===== config.mk =====
export PLATFORM = sky130hd
export DESIGN_NAME = mem_port_arbiter_flat
export DESIGN_NICKNAME = d
export VERILOG_FILES = /design/src/rtl/mem_port_arbiter_if.sv /design/src/rtl/mem_port_arbiter.sv /design/src/flat_wrapper.sv
export SDC_FILE = /design/constraint.sdc
export NUM_CORES = 1
export LEC_CHECK = 0
export ABC_CLOCK_PERIOD_IN_PS = 2310
export CAP_MARGIN = 40
export CORE_ASPECT_RATIO = 2
export CORE_UTILIZATION = 43
export CTS_BUF_LIST = sky130_fd_sc_hd__clkbuf_8 sky130_fd_sc_hd__clkbuf_16
export CTS_CLUSTER_SIZE = 40
export DETAILED_ROUTE_END_ITERATION = 10
export PLACE_DENSITY = 0.86
export SLEW_MARGIN = 20
export SYNTH_ARGS = -nofsm -noshare
export SYNTH_HDL_FRONTEND = slang
export SYNTH_SLANG_ARGS = --single-unit

===== constraint.sdc =====
create_clock -name clk -period 2.31 [get_ports clk]
set_input_delay 0.693 -clock clk [delete_from_list [all_inputs] [get_ports clk]]
set_output_delay 0.693 -clock clk [all_outputs]
set_load 0.03 [all_outputs]

===== src/rtl/mem_port_arbiter_if.sv =====
// mem_port_arbiter_if
// Bundles the two requester ports (D = MEM stage, I = fetch), the pipeline
// status lines and the single-port memory bus seen by mem_port_arbiter.
//   slave  : arbiter view (requests and memory replies in; grants, data, status out)
//   master : environment view (pipeline + memory model), the mirror image
interface mem_port_arbiter_if #(
  parameter int unsigned ADDR_W = 32,
  parameter int unsigned DATA_W = 32
);
  // D port
  logic              d_ce;
  logic              d_wrn;
  logic [ADDR_W-1:0] d_addr;
  logic [DATA_W-1:0] d_wrdata;
  logic [DATA_W-1:0] d_rdata;
  logic              d_done;
  // I port
  logic              i_ce;
  logic [ADDR_W-1:0] i_addr;
  logic [DATA_W-1:0] i_rdata;
  logic              i_done;
  // status
  logic              stall_o;
  logic              err_o;
  // memory bus
  logic              m_ce;
  logic              m_wrn;
  logic [ADDR_W-1:0] m_addr;
  logic [DATA_W-1:0] m_wrdata;
  logic [DATA_W-1:0] m_rdata;
  logic              m_ready;

  modport slave (
    input  d_ce, d_wrn, d_addr, d_wrdata,
    output d_rdata, d_done,
    input  i_ce, i_addr,
    output i_rdata, i_done,
    output stall_o, err_o,
    output m_ce, m_wrn, m_addr, m_wrdata,
    input  m_rdata, m_ready
  );

  modport master (
    output d_ce, d_wrn, d_addr, d_wrdata,
    input  d_rdata, d_done,
    output i_ce, i_addr,
    input  i_rdata, i_done,
    input  stall_o, err_o,
    input  m_ce, m_wrn, m_addr, m_wrdata,
    output m_rdata, m_ready
  );
endinterface


===== src/rtl/mem_port_arbiter.sv =====
// mem_port_arbiter
// Shares one single-port, variable-latency memory between the fetch port (I)
// and the MEM-stage port (D). Each access is a request/ready transaction that
// ends with a one-cycle done pulse to the grantee. D has fixed priority, but
// after STARVE_LIMIT consecutive D grants with I pending, I is forced. An
// access that sees no m_ready for TIMEOUT busy cycles is aborted with err_o.
// Ports:
//   clk  : rising-edge clock
//   rst  : synchronous, active-high reset
//   bus  : mem_port_arbiter_if.slave (D/I requester ports, stall_o, err_o,
//          memory bus m_*)
module mem_port_arbiter #(
  parameter int unsigned ADDR_W       = 32,
  parameter int unsigned DATA_W       = 32,
  parameter int unsigned STARVE_LIMIT = 4,
  parameter int unsigned TIMEOUT      = 15
) (
  input  logic               clk,
  input  logic               rst,
  mem_port_arbiter_if.slave  bus
);

  localparam logic [0:0] IDLE = 1'b0;
  localparam logic [0:0] BUSY = 1'b1;

  localparam int unsigned SW = (STARVE_LIMIT < 1) ? 1 : $clog2(STARVE_LIMIT + 1);
  localparam logic [SW-1:0] STARVE_MAX = SW'(STARVE_LIMIT);
  // to_cnt is 0 in the first busy cycle, so the TIMEOUT-th busy cycle has
  // to_cnt == TIMEOUT-1.
  localparam logic [3:0] TO_LAST = 4'(TIMEOUT - 1);

  logic [0:0]        state_q, state_d;
  logic              gnt_d_q, gnt_d_d;      // 1: current access belongs to D
  logic              m_ce_q, m_ce_d;
  logic              m_wrn_q, m_wrn_d;
  logic [ADDR_W-1:0] m_addr_q, m_addr_d;
  logic [DATA_W-1:0] m_wrdata_q, m_wrdata_d;
  logic [DATA_W-1:0] d_rdata_q, d_rdata_d;
  logic [DATA_W-1:0] i_rdata_q, i_rdata_d;
  logic              d_done_q, d_done_d;
  logic              i_done_q, i_done_d;
  logic              err_q, err_d;
  logic [SW-1:0]     starve_cnt_q, starve_cnt_d;
  logic [3:0]        to_cnt_q, to_cnt_d;

  logic req_any;
  logic pick_d;

  assign req_any = bus.d_ce | bus.i_ce;
  assign pick_d  = bus.d_ce & ~(bus.i_ce & (starve_cnt_q == STARVE_MAX));

  always_comb begin
    state_d      = state_q;
    gnt_d_d      = gnt_d_q;
    m_ce_d       = m_ce_q;
    m_wrn_d      = m_wrn_q;
    m_addr_d     = m_addr_q;
    m_wrdata_d   = m_wrdata_q;
    d_rdata_d    = d_rdata_q;
    i_rdata_d    = i_rdata_q;
    d_done_d     = 1'b0;
    i_done_d     = 1'b0;
    err_d        = 1'b0;
    starve_cnt_d = starve_cnt_q;
    to_cnt_d     = to_cnt_q;

    case (state_q)
      IDLE: begin
        if (!bus.i_ce) begin
          starve_cnt_d = '0;
        end
        if (req_any) begin
          state_d  = BUSY;
          m_ce_d   = 1'b1;
          to_cnt_d = '0;
          gnt_d_d  = pick_d;
          if (pick_d) begin
            m_wrn_d    = bus.d_wrn;
            m_addr_d   = bus.d_addr;
            m_wrdata_d = bus.d_wrdata;
            if (bus.i_ce && (starve_cnt_q != STARVE_MAX)) begin
              starve_cnt_d = starve_cnt_q + SW'(1);
            end
          end else begin
            // fetch is always a read
            m_wrn_d      = 1'b0;
            m_addr_d     = bus.i_addr;
            m_wrdata_d   = '0;
            starve_cnt_d = '0;
          end
        end
      end

      BUSY: begin
        if (bus.m_ready) begin
          state_d = IDLE;
          m_ce_d  = 1'b0;
          m_wrn_d = 1'b0;
          if (gnt_d_q) begin
            d_done_d = 1'b1;
            if (!m_wrn_q) begin
              d_rdata_d = bus.m_rdata;
            end
          end else begin
            i_done_d  = 1'b1;
            i_rdata_d = bus.m_rdata;
          end
        end else if (to_cnt_q == TO_LAST) begin
          // abort: grantee still gets done so it is not left stalled
          state_d = IDLE;
          m_ce_d  = 1'b0;
          m_wrn_d = 1'b0;
          err_d   = 1'b1;
          if (gnt_d_q) begin
            d_done_d = 1'b1;
            if (!m_wrn_q) begin
              d_rdata_d = '0;
            end
          end else begin
            i_done_d  = 1'b1;
            i_rdata_d = '0;
          end
        end else begin
          to_cnt_d = to_cnt_q + 4'd1;
        end
      end

      default: begin
        state_d = IDLE;
        m_ce_d  = 1'b0;
      end
    endcase
  end

  always_ff @(posedge clk) begin
    if (rst) begin
      state_q      <= IDLE;
      gnt_d_q      <= 1'b0;
      m_ce_q       <= 1'b0;
      m_wrn_q      <= 1'b0;
      m_addr_q     <= '0;
      m_wrdata_q   <= '0;
      d_rdata_q    <= '0;
      i_rdata_q    <= '0;
      d_done_q     <= 1'b0;
      i_done_q     <= 1'b0;
      err_q        <= 1'b0;
      starve_cnt_q <= '0;
      to_cnt_q     <= '0;
    end else begin
      state_q      <= state_d;
      gnt_d_q      <= gnt_d_d;
      m_ce_q       <= m_ce_d;
      m_wrn_q      <= m_wrn_d;
      m_addr_q     <= m_addr_d;
      m_wrdata_q   <= m_wrdata_d;
      d_rdata_q    <= d_rdata_d;
      i_rdata_q    <= i_rdata_d;
      d_done_q     <= d_done_d;
      i_done_q     <= i_done_d;
      err_q        <= err_d;
      starve_cnt_q <= starve_cnt_d;
      to_cnt_q     <= to_cnt_d;
    end
  end

  assign bus.m_ce     = m_ce_q;
  assign bus.m_wrn    = m_wrn_q;
  assign bus.m_addr   = m_addr_q;
  assign bus.m_wrdata = m_wrdata_q;
  assign bus.d_rdata  = d_rdata_q;
  assign bus.i_rdata  = i_rdata_q;
  assign bus.d_done   = d_done_q;
  assign bus.i_done   = i_done_q;
  assign bus.err_o    = err_q;

  // stall drops in the done cycle so the pipeline advances exactly then
  assign bus.stall_o = (bus.d_ce & ~d_done_q) | (bus.i_ce & ~i_done_q);

endmodule


===== src/flat_wrapper.sv =====
// flat-port wrapper written by rule: the top's interface ports become plain ports
module mem_port_arbiter_flat 
#(
  parameter int unsigned ADDR_W       = 32,
  parameter int unsigned DATA_W       = 32,
  parameter int unsigned STARVE_LIMIT = 4,
  parameter int unsigned TIMEOUT      = 15
)
  (clk, rst, bus_d_ce, bus_d_wrn, bus_d_addr, bus_d_wrdata, bus_d_rdata, bus_d_done, bus_i_ce, bus_i_addr, bus_i_rdata, bus_i_done, bus_stall_o, bus_err_o, bus_m_ce, bus_m_wrn, bus_m_addr, bus_m_wrdata, bus_m_rdata, bus_m_ready);
  mem_port_arbiter_if #(.ADDR_W(ADDR_W), .DATA_W(DATA_W)) bus_i ();
  input  logic clk;
  input  logic rst;
  input wire logic [$bits(bus_i.d_ce)-1:0] bus_d_ce;
  input wire logic [$bits(bus_i.d_wrn)-1:0] bus_d_wrn;
  input wire logic [$bits(bus_i.d_addr)-1:0] bus_d_addr;
  input wire logic [$bits(bus_i.d_wrdata)-1:0] bus_d_wrdata;
  output wire logic [$bits(bus_i.d_rdata)-1:0] bus_d_rdata;
  output wire logic [$bits(bus_i.d_done)-1:0] bus_d_done;
  input wire logic [$bits(bus_i.i_ce)-1:0] bus_i_ce;
  input wire logic [$bits(bus_i.i_addr)-1:0] bus_i_addr;
  output wire logic [$bits(bus_i.i_rdata)-1:0] bus_i_rdata;
  output wire logic [$bits(bus_i.i_done)-1:0] bus_i_done;
  output wire logic [$bits(bus_i.stall_o)-1:0] bus_stall_o;
  output wire logic [$bits(bus_i.err_o)-1:0] bus_err_o;
  output wire logic [$bits(bus_i.m_ce)-1:0] bus_m_ce;
  output wire logic [$bits(bus_i.m_wrn)-1:0] bus_m_wrn;
  output wire logic [$bits(bus_i.m_addr)-1:0] bus_m_addr;
  output wire logic [$bits(bus_i.m_wrdata)-1:0] bus_m_wrdata;
  input wire logic [$bits(bus_i.m_rdata)-1:0] bus_m_rdata;
  input wire logic [$bits(bus_i.m_ready)-1:0] bus_m_ready;
  assign bus_i.d_ce = bus_d_ce;
  assign bus_i.d_wrn = bus_d_wrn;
  assign bus_i.d_addr = bus_d_addr;
  assign bus_i.d_wrdata = bus_d_wrdata;
  assign bus_d_rdata = bus_i.d_rdata;
  assign bus_d_done = bus_i.d_done;
  assign bus_i.i_ce = bus_i_ce;
  assign bus_i.i_addr = bus_i_addr;
  assign bus_i_rdata = bus_i.i_rdata;
  assign bus_i_done = bus_i.i_done;
  assign bus_stall_o = bus_i.stall_o;
  assign bus_err_o = bus_i.err_o;
  assign bus_m_ce = bus_i.m_ce;
  assign bus_m_wrn = bus_i.m_wrn;
  assign bus_m_addr = bus_i.m_addr;
  assign bus_m_wrdata = bus_i.m_wrdata;
  assign bus_i.m_rdata = bus_m_rdata;
  assign bus_i.m_ready = bus_m_ready;
  mem_port_arbiter #(.ADDR_W(ADDR_W), .DATA_W(DATA_W), .STARVE_LIMIT(STARVE_LIMIT), .TIMEOUT(TIMEOUT)) u_core (.clk(clk), .rst(rst), .bus(bus_i));
endmodule

-- Yosys cells after proc, flatten, opt, wreduce, memory -nomap -nowiden
Index checks and enable logic that the tools add are counted.
W data, S select, Z words.
- bits in registers: 142
- bits of input ports: 134
- output and inout port bits: 134
- word-level logic and storage cells: 81
- $add $sub $neg: 2
- equal/unequal tests: 7
- muxes and demuxes: 38
- bitwise operators: 12
- reduce and logical (&&, ||, !) cells: 9
- operators with widths (kind ; number):
    $mux W32 ; 12
    $mux W1 ; 15
    $mux W3 ; 4
    $mux W4 ; 3
    $pmux W4 S2 ; 1
    $ne A3 B3 Y1 const B ; 2
    $not A1 Y1 ; 6
    $pmux W1 S2 ; 3
    $reduce_and A3 Y1 ; 2
    $add A4 B1 Y4 const B ; 1
    $and A1 B1 Y1 ; 4
    $eq A4 B4 Y1 const B ; 1
    $ne A2 B2 Y1 const B ; 2
    $reduce_and A2 Y1 ; 2
    $reduce_and A4 Y1 ; 1
    $add A3 B1 Y3 const B ; 1
    $eq A3 B3 Y1 const B ; 1
    $reduce_or A3 Y1 ; 1
    $ne A2 B1 Y1 const B ; 1
    $or A1 B1 Y1 ; 2
    $reduce_bool A2 Y1 ; 1
    $reduce_or A2 Y1 ; 1
    $logic_and A1 B1 Y1 ; 1

-- Logic depth before layout (Yosys ltp)
- depth after elaboration: 7
- depth in mapped cells: 7
- depth with buffers taken out: 5

-- Worst setup path before layout
OpenSTA, ideal clock, no wires.
- path type: input-to-output
- from: in bus_d_ce
- to: out bus_stall_o
- arrival: 1.233 ns
- required time: 1.617 ns
- path slack: 0.384 ns
- stages: 2
- buffers on the path: 0
- cell sequence: inv_2 o22ai_1
- longest elaborated chain between the ends: 2
- ends and longest elaborated chain (element ; line ; RTL):
    from (decl) ; flat_wrapper.sv:13 ; input wire logic [$bits(bus_i.d_ce)-1:0] bus_d_ce;
    $and A1 B1 Y1 ; mem_port_arbiter.sv:178 ; assign bus.stall_o = (bus.d_ce & ~d_done_q) | (bus.i_ce & ~i_done_q);
    $or A1 B1 Y1 ; mem_port_arbiter.sv:178 ;
    to (decl) ; flat_wrapper.sv:23 ; output wire logic [$bits(bus_i.stall_o)-1:0] bus_stall_o;
Every way passes these cells.

-- Final worst setup path
Ends and elaborated chain as after synthesis.

==> out/qor.txt <==
Die X -> 80.39 µm
Final net count -> 936
Port-buffer cells -> 267
First-pass GRT wire length -> 27,620 µm
Postcts setup bufs -> 0
Net Sw Frac -> 0.2564
Worst-path cell chain -> clkdlybuf4s50_1 -> inv_2 -> o22ai_4 -> buf_12
Synth cell types -> 43
Period utilization -> 0.9746
Clk Latency, worst-skew pair -> 0.40 ns
Synth Cell Area -> 5284 µm²
Leak -> 3.301 nW
DIE AREA -> 12,760 µm²
Die height -> 158.8 µm
TritonCTS Buffers -> 17
P_int -> 4.828 mW
Max Slew Vio Count -> 0
PD cells -> 742.0 nW/µm²
Hold path cells -> 1
Hpwl dp -> 12,470 µm
Flop pwr share -> 0.409
Clock power share -> 0.418
Number of synthesized register bits -> 142
DR WL/cell -> 18.33 µm
Switching Power -> 1.665 mW
Max-cap viol count -> 0
Final clock skew -> 0.009754 ns
Largest net degree at the start of global routing -> 71
Crit path capture type -> output port
WS Path Type -> input pin to output port
CP required -> 1.62 ns
EDFF count, synth -> 0
Total GRT Usage -> 0.2780
Worst-case clock buffer depth -> 2
Hold Fails Final Rpt -> 0
Setup TNS -> 0 ns
Drt pass-1 iters -> 5
Starting Density -> 0.4384
Critical path depth -> 4
Routed Antenna Nets -> 0
Initial drt markers -> 342
Synth Flop Type -> dfxtp_1
Final setup vio count -> 0
Hold Crit Class -> flop to flop
Area Growth Syn to Fin -> 65.62%
Via-to-Cell Ratio -> 5.707
Share of cells above drive strength 1 -> 0.07911
H-Tree Depth -> 4
Max IR drop VDD -> 568.6 µV
Tightest Pin Transition -> 0.7211 ns
Critical-path top delay cell -> clkdlybuf4s50_1
Post-CTS Hold Buffers -> 0
Initial antenna violation count -> 0
Worst path arrival time -> 1.56 ns
Layout filler cell count -> 888
TritonCTS sink count -> 142
Slew headroom -> 0.5193
Syn Nets -> 686
Routability congestion estimate -> 0.8066
Asr flop ratio synth -> 0
Reg2Reg Depth -> 4
Combinational Power Share -> 0.174
Mapped Cells -> 548
Clock period minus worst slack -> 2.251 ns
Most common cell after layout, fill and taps aside -> clkdlybuf4s50_1
Site Rows -> 57
Global route total overflow -> 0
Outcome -> completed
Antenna cells -> 0
CTS tree -> built
Vias in the first global route -> 5,428
CP max FO -> 2
Worst path max stage delay -> 0.49 ns
Critical path's top delay family -> buffers and inverters
Achievable clock frequency -> 444.2 MHz
Remaining DRCs -> 0
Unrepaired setup endpoints after global routing -> false
Post-synthesis sequential area ratio -> 0.5380
Yosys warns -> 0
Final WL -> 17,520 µm
Buf/Inv on CP -> 3
# IOs -> 268
CTS root buffer -> clkbuf_16
Commonest non-fill, non-tap cells in the layout -> clkdlybuf4s50_1 (264), dfxtp_1 (142), a21oi_1 (70)
Final total power -> 6.493 mW
CP Launch Type -> input pin
Core Area -> 12,050 µm²
CTS clock-pin slew for the worst setup and hold paths -> 0.06 ns
Syn avg cell area -> 9.642 µm²
Vias -> 5,456
[power by group through the flow]
stage          clock network (mW)  logic [mW]  registers, mW
2_1_floorplan                   0       0.298           2.92
3_5_place_dp                    0        1.11           2.70
3_3_place_gp                    0        1.09           2.70
4_1_cts                      2.74        1.12           2.65
5_1_grt                      2.86        1.19           2.67
6_report                     2.71        1.13           2.65
[synth_stat cells, types with 2 or more instances]
cell type | instances | area share
a221o_1 | 32 | 0.061
a21oi_1 | 70 | 0.066
inv_1 | 5 | 0.0036
nand2_1 | 4 | 0.0028
nor2b_1 | 2 | 0.0024
a32o_1 | 2 | 0.0038
clkbuf_1 | 32 | 0.023
ha_1 | 4 | 0.0095
o211ai_1 | 3 | 0.0043
or3_1 | 2 | 0.0024
o21ai_0 | 65 | 0.062
buf_2 | 16 | 0.015
dfxtp_1 | 142 | 0.54
a22o_1 | 32 | 0.053
inv_2 | 2 | 0.0014
nand3_1 | 69 | 0.065
and3_1 | 34 | 0.040
buf_4 | 5 | 0.0071
buf_1 | 3 | 0.0021
[state kept, by name, summed over array words and instances, names as in the netlist]
signal	count
u_core.to_cnt_q	4
u_core.bus.m_wrdata	32
u_core.bus.d_rdata	32
u_core.bus.m_ce	1
u_core.starve_cnt_q	3
u_core.bus.i_rdata	32
u_core.gnt_d_q	1
u_core.bus.i_done	1
u_core.state_q	1
u_core.bus.err_o	1
u_core.bus.m_wrn	1
u_core.bus.m_addr	32
u_core.bus.d_done	1
[final timing paths]
check | slack, ns | end | startpoint
min reg2reg | 0.48 | u_core.bus.m_wrdata[23]$_SDFFE_PP0P_ | u_core.bus.m_wrdata[23]$_SDFFE_PP0P_
max reg2reg | 0.54 | u_core.bus.i_rdata[15]$_SDFFE_PP0P_ | u_core.state_q$_SDFF_PP0_
max | 0.06 | bus_stall_o | bus_d_ce
min | 0.48 | u_core.bus.m_wrdata[23]$_SDFFE_PP0P_ | u_core.bus.m_wrdata[23]$_SDFFE_PP0P_
[repair_timing]
item,CTS,global route
gates cloned,0,0
endpoints found under the setup margin,1,1
resized for setup,1,1
pin swaps,0,1
[metrics by stage]
stage | hold slack (ns) | instance area (µm²) | std cells | setup WS [ns] | utilization
6_report | 0.4759 | 8751 | 956 | 0.05870 | 0.7260
3_3_place_gp | 0.4601 | 8135 | 925 | -0.03846 | 0.6750
2_1_floorplan | 0.4610 | 5284 | 548 | 0.3836 | -
5_1_grt | 0.4935 | 8751 | 956 | 0.02248 | 0.7260
4_1_cts | 0.4758 | 8728 | 955 | 0.01471 | 0.7242
3_5_place_dp | 0.4656 | 8135 | 925 | -0.06891 | 0.6750
[per-layer routing]
metal	GRT usage	routed length, µm
met1	0.2997	6170
met2	0.5050	9734
met3	0.04425	999
met4	0.1331	617
met5	0	0
[worst reg2reg max path: cells and delay by family (launching register included)]
| family | cells | cell delay [ns] |
|---|---|---|
| AO/OA/AOI/OAI | 1 | 0.20 |
| buffers and inverters | 1 | 0.34 |
| flip-flops | 1 | 0.75 |
| AND/OR/NAND/NOR | 2 | 0.39 |
[cells by family after synthesis]
kind of cell | Yosys count | share of synthesized area
AO/OA/AOI/OAI | 214 | 0.2655
flip-flops | 142 | 0.5380
AND/OR/NAND/NOR | 122 | 0.1305
buffers and inverters | 64 | 0.05304
adder cells (fa/ha/maj) | 4 | 0.009472
XOR/XNOR | 1 | 0.001658
multiplexers | 1 | 0.001894
[final cells by class]
class,count,area (µm²),area share
Multi-Input combinational cell,342,2198,0.2512
Clock inverter,12,147.6,0.01687
Inverter,7,26.28,0.003003
Timing Repair Buffer,288,2913,0.3329
Clock buffer,18,439.2,0.05019
Tap cell,147,183.9,0.02102
Sequential cell,142,2843,0.3249
Power figures use the tool's default switching activity.
